[src/rtl/gc_pkg.sv]
// gc_pkg: shared constants for the sensor filter block.
// State encodings, default debounce length, counter width.
package gc_pkg;

  localparam logic [1:0] OFF  = 2'd0;
  localparam logic [1:0] ON   = 2'd1;
  localparam logic [1:0] HOLD = 2'd2;

  localparam int FILTER_LEN_DEF = 4;
  localparam int CNT_W          = 8;

  function automatic logic act_of(
    input logic [1:0] s
  );
    return (s == ON) || (s == HOLD);
  endfunction

endpackage

[src/rtl/gc_debounce.sv]
// gc_debounce: 2-flop synchronizer plus run-length debouncer.
// Output follows input only after FILTER_LEN agreeing cycles.
module gc_debounce
  import gc_pkg::*;
#(
  parameter int FILTER_LEN = FILTER_LEN_DEF
) (
  input  logic clk,
  input  logic rst,
  input  logic din,
  output logic dout
);

  localparam logic [CNT_W-1:0] LAST =
    CNT_W'(FILTER_LEN - 1);

  logic             s1;
  logic             s2;
  logic [CNT_W-1:0] cnt;

  // bring the raw level into the clk domain
  always_ff @(posedge clk) begin
    if (rst) begin
      s1 <= 1'b0;
      s2 <= 1'b0;
    end else begin
      s1 <= din;
      s2 <= s1;
    end
  end

  // count consecutive disagreeing cycles; accept at LAST
  always_ff @(posedge clk) begin
    if (rst) begin
      dout <= 1'b0;
      cnt  <= '0;
    end else if (s2 != dout) begin
      if (cnt == LAST) begin
        dout <= s2;
        cnt  <= '0;
      end else begin
        cnt  <= cnt + 1'b1;
      end
    end else begin
      cnt <= '0;
    end
  end

endmodule

[src/rtl/gc_sensor_filter.sv]
// gc_sensor_filter: debounced sensor gating a Start-driven FSM.
// Actuator is high while the FSM sits in ON or HOLD.
module gc_sensor_filter
  import gc_pkg::*;
#(
  parameter int FILTER_LEN = FILTER_LEN_DEF
) (
  input  logic       clk,
  input  logic       rst,
  input  logic       Start,
  input  logic       Sensor,
  output logic       Actuator,
  output logic       sensor_filt,
  output logic [1:0] state
);

  logic       st1;
  logic       start_s;
  logic [1:0] nxt;

  gc_debounce #(
    .FILTER_LEN(FILTER_LEN)
  ) u_deb (
    .clk (clk),
    .rst (rst),
    .din (Sensor),
    .dout(sensor_filt)
  );

  // synchronize Start into the clk domain
  always_ff @(posedge clk) begin
    if (rst) begin
      st1     <= 1'b0;
      start_s <= 1'b0;
    end else begin
      st1     <= Start;
      start_s <= st1;
    end
  end

  // next state; a sensor drop always wins over Start
  always_comb begin
    nxt = OFF;
    unique case (1'b1)
      (state == OFF):
        nxt = (start_s && sensor_filt) ? ON : OFF;
      (state == ON):
        if (!sensor_filt)  nxt = OFF;
        else if (!start_s) nxt = HOLD;
        else               nxt = ON;
      (state == HOLD):
        if (!sensor_filt)  nxt = OFF;
        else if (start_s)  nxt = ON;
        else               nxt = HOLD;
      default:
        nxt = OFF;
    endcase
  end

  // state and Actuator move together on each edge
  always_ff @(posedge clk) begin
    if (rst) begin
      state    <= OFF;
      Actuator <= 1'b0;
    end else begin
      state    <= nxt;
      Actuator <= act_of(nxt);
    end
  end

endmodule

[config.mk]
export PLATFORM = sky130hd
export DESIGN_NAME = gc_sensor_filter
export DESIGN_NICKNAME = d
export VERILOG_FILES = /design/src/rtl/gc_pkg.sv /design/src/rtl/gc_debounce.sv /design/src/rtl/gc_sensor_filter.sv
export SDC_FILE = /design/constraint.sdc
export NUM_CORES = 1
export LEC_CHECK = 0
export CAP_MARGIN = 0
export CORE_AREA = 2 2 39 41
export CTS_CLUSTER_SIZE = 14
export DETAILED_ROUTE_END_ITERATION = 16
export DIE_AREA = 0 0 41 43
export PLACE_DENSITY = 0.75
export SLEW_MARGIN = 5
export SYNTH_ARGS = -nofsm -noshare
export SYNTH_HDL_FRONTEND = slang
export SYNTH_SLANG_ARGS = --single-unit
[constraint.sdc]
create_clock -name clk -period 2.5 [get_ports clk]
set_clock_uncertainty 0.2 [all_clocks]
set_input_delay 0.25 -clock clk [delete_from_list [all_inputs] [get_ports clk]]
set_output_delay 0.25 -clock clk [all_outputs]
set_load 0.03 [all_outputs]
==> reports/results.md <==
• Final Hold Violating Endpoints: 0
• number of antenna violations at the first check in global routing: 0
• cell types occupying the most area after synthesis: sky130_fd_sc_hd__dfxtp_1 50%, sky130_fd_sc_hd__ha_1 5.9%, sky130_fd_sc_hd__xor2_1 4.1%
• gate count after technology mapping: 64
• critical path's largest stage delay: 0.70 ns
• wire length of the first global-routing pass: 1794 um
• CTS H-tree lvls: 1
• number of nets with antenna violations after routing: 0
• Avg Inst Size Synth: 9.912 sq um
• Synthesis Warnings: 0
• height of the chip: 43 um
• fraction of post-synthesis cell area in the top cell type by area: 50.49%
• clock buffer count from CTS: 3
• CP Data Required Time: 2.05 ns
• clk sink count: 16
• relative max-transition margin: 71.29%
• routing layer with the top usage in global route: met2
• largest fanout of any net on the critical path: 4
• result of the run: completed
• number of global-route vias before repair: 447
• distinct cell type count of the synthesized netlist: 24
• number of maximum-capacitance violations: 0
• Power Dens Cells: 537.9 mW/mm^2
• setup repair after global routing missed its margin: false
• met2 GRT Util: 21.25%
• Clk Latency, worst-skew pair: 0.28 ns
• Iter 0 DRT Violations: 6
• post-cts gate resize count: 0
• detailed-route wire length per cell: 11.48 um
• count of pins on the block boundary: 8
• flop and latch count out of synthesis: 16
• post-synth design cell area: 634.4 sq um
• number of remaining DRC errors: 0
• share of layout cells above drive strength 1: 12.33%
• number of setup violations in the final report: 0
• GR Layer Usage met1: 19.60%
• drt first pass iters: 3
• static leakage: 0.2531 nW
• die width: 41 um
• number of post-CTS setup repair buffers: 0
• total via count in the routed design: 471
• DRT Wirelength: 1022 um
• Final HPWL DP: 783.3 um
• Critical Path AT: 1.37 ns
• worst slack at placement: 0.8422 ns
• count of standard-cell rows: 14
• library cell occupying the most area in the post-synthesis netlist: sky130_fd_sc_hd__dfxtp_1
• routability cong.: 0.7648
• area added between synthesis and finish: 17.16%
• Bufs and invs on worst path: 1
• maximum number of pins on one net before global-route repair: 9
• clock-pin slew of the registers on the worst-case setup and hold paths: 0.08 ns
• antenna diode instance count: 0
• die area: 0.001763 sq mm
• upper clock frequency limit: 550.3 MHz
• final worst path period need: 1.817 ns
• list of cells traversed by the critical path: clkdlybuf4s50_1
• Final TNS setup: 0 ns
• initial core utilization: 45.84%
• number of max-slew violations in the final report: 0
• clock tree from TritonCTS: yes
• count of nets after finishing: 82
• area of the placeable core: 0.001384 sq mm
• global routing usage on met3: 3.141%
• Max Root-Sink Buffers: 2
• Syn Nets: 71
• GRT Residual Overflow: 0
• crit path capture type: output port
• Final Cycle Share: 72.69%
• slew of the pin with the lowest slew margin: 0.4267 ns
• cts-stage hold buffer count: 0
• Critical Path Slowest Stage Cell: sky130_fd_sc_hd__clkdlybuf4s50_1
• kind of cell adding the most delay to the critical path: buffers and inverters
• Port Buf Inserts: 7
• category of the most critical setup path: reg -> out
• Global Route Usage Sum: 14.71%
• part of the Yosys area used for sequential elements: 50.49%
• IR Drop Worst-Case VDD: 0.0003590 V
• class of the most critical hold timing path: reg -> reg
• worst hold slack across all endpoints: 0.2452 ns
• post-DR vias/cell: 5.292
• setup ws final: 0.6828 ns
• Clock Root Buffer: sky130_fd_sc_hd__clkbuf_4
• type of origin of the critical path: register
Yosys cell counts:
library cell,number
sky130_fd_sc_hd__nand2b_1,2
sky130_fd_sc_hd__o31ai_1,1
sky130_fd_sc_hd__or4_4,1
sky130_fd_sc_hd__nor3b_1,2
sky130_fd_sc_hd__xnor2_1,1
sky130_fd_sc_hd__nor3_1,2
sky130_fd_sc_hd__xor2_1,3
sky130_fd_sc_hd__a21oi_1,3
sky130_fd_sc_hd__nand2_2,1
sky130_fd_sc_hd__a21bo_2,1
sky130_fd_sc_hd__dfxtp_1,16
sky130_fd_sc_hd__nor2_1,5
sky130_fd_sc_hd__inv_1,2
sky130_fd_sc_hd__ha_1,3
sky130_fd_sc_hd__a211oi_2,2
sky130_fd_sc_hd__nor4_1,1
sky130_fd_sc_hd__nor2b_1,4
sky130_fd_sc_hd__nand3_1,5
sky130_fd_sc_hd__o21ai_0,3
sky130_fd_sc_hd__nand2_1,2
sky130_fd_sc_hd__or3_2,1
sky130_fd_sc_hd__clkbuf_1,1
sky130_fd_sc_hd__or3_1,1
sky130_fd_sc_hd__and2_1,1
layout make-up:
class | instances | area [sq um]
clock buffers | 3 | 22.52
fillers | 126 | 640.6
inverters | 2 | 7.507
multi-input cells | 45 | 302.8
flip-flops and latches | 16 | 320.3
well taps | 16 | 20.02
repair buffers | 7 | 70.07
per-stage QoR:
step	instances	utilization [%]	instance area (sq um)	power [mW]
floorplan	64	-	634.4	0.2703
CTS	89	53.71	743.2	0.4056
global placement	86	52.08	720.7	0.2767
global route	89	53.71	743.2	0.4172
detailed placement	86	52.08	720.7	0.2771
finish	89	53.71	743.2	0.3998
path summary, 6_finish.rpt:
path / slack (ns) / end / from / depth (start not counted)
worst max-delay path: 0.68 / sensor_filt / u_deb.dout / 1
worst min-delay path: 0.25 / u_deb.s2 / u_deb.s1 / 1
worst max register to register: 0.86 / u_deb.cnt[1] / u_deb.cnt[0] / 4
worst min register to register: 0.25 / u_deb.s2 / u_deb.s1 / 1
cells by family after synthesis:
kind of cell               synth area share, %
and+or+nand+nor                          24.85
DFF                                      50.49
AOI/OAI and AO/OA                        11.44
xor gates and xnor gates                 5.524
buffers and inverters                    1.775
adders and majority gates                5.918
sequential cells by signal (all words and copies together), names as in the netlist:
name	count
start_s	1
u_deb.dout	1
state	2
Actuator	1
u_deb.s1	1
st1	1
u_deb.s2	1
u_deb.cnt	8
layout by cell type (no fill, tap or decap):
cell | synthesis | layout
sky130_fd_sc_hd__and2_1 | 1 | 1
sky130_fd_sc_hd__xnor2_1 | 1 | 1
sky130_fd_sc_hd__a211oi_2 | 2 | 2
sky130_fd_sc_hd__or4_4 | 1 | 1
sky130_fd_sc_hd__nor3b_1 | 2 | 2
sky130_fd_sc_hd__or3_2 | 1 | 1
sky130_fd_sc_hd__o21ai_0 | 3 | 3
sky130_fd_sc_hd__nor2b_1 | 4 | 4
sky130_fd_sc_hd__clkbuf_4 | 0 | 3
sky130_fd_sc_hd__nand2_1 | 2 | 2
sky130_fd_sc_hd__clkdlybuf4s50_1 | 0 | 7
sky130_fd_sc_hd__nor2_1 | 5 | 5
sky130_fd_sc_hd__nor4_1 | 1 | 1
sky130_fd_sc_hd__dfxtp_1 | 16 | 16
sky130_fd_sc_hd__or3_1 | 1 | 1
sky130_fd_sc_hd__a21oi_1 | 3 | 3
sky130_fd_sc_hd__a21bo_2 | 1 | 1
sky130_fd_sc_hd__nand3_1 | 5 | 5
sky130_fd_sc_hd__o31ai_1 | 1 | 1
sky130_fd_sc_hd__ha_1 | 3 | 3
sky130_fd_sc_hd__nand2b_1 | 2 | 2
sky130_fd_sc_hd__nor3_1 | 2 | 2
sky130_fd_sc_hd__nand2_2 | 1 | 1
sky130_fd_sc_hd__inv_1 | 2 | 2
sky130_fd_sc_hd__xor2_1 | 3 | 3
per-layer routing:
| metal | share of wire [%] | wire, um |
|---|---|---|
| met1 | 49 | 499 |
| met2 | 48 | 493 |
| met3 | 2.2 | 22 |
| met4 | 0.68 | 7 |
| met5 | 0 | 0 |
where the power goes:
group          total (mW)  internal [mW]  switching, mW
logic              0.0113        0.00701        0.00427
registers           0.260          0.258        0.00161
clock network       0.129         0.0558         0.0730
(Power assumes the default switching activity.)
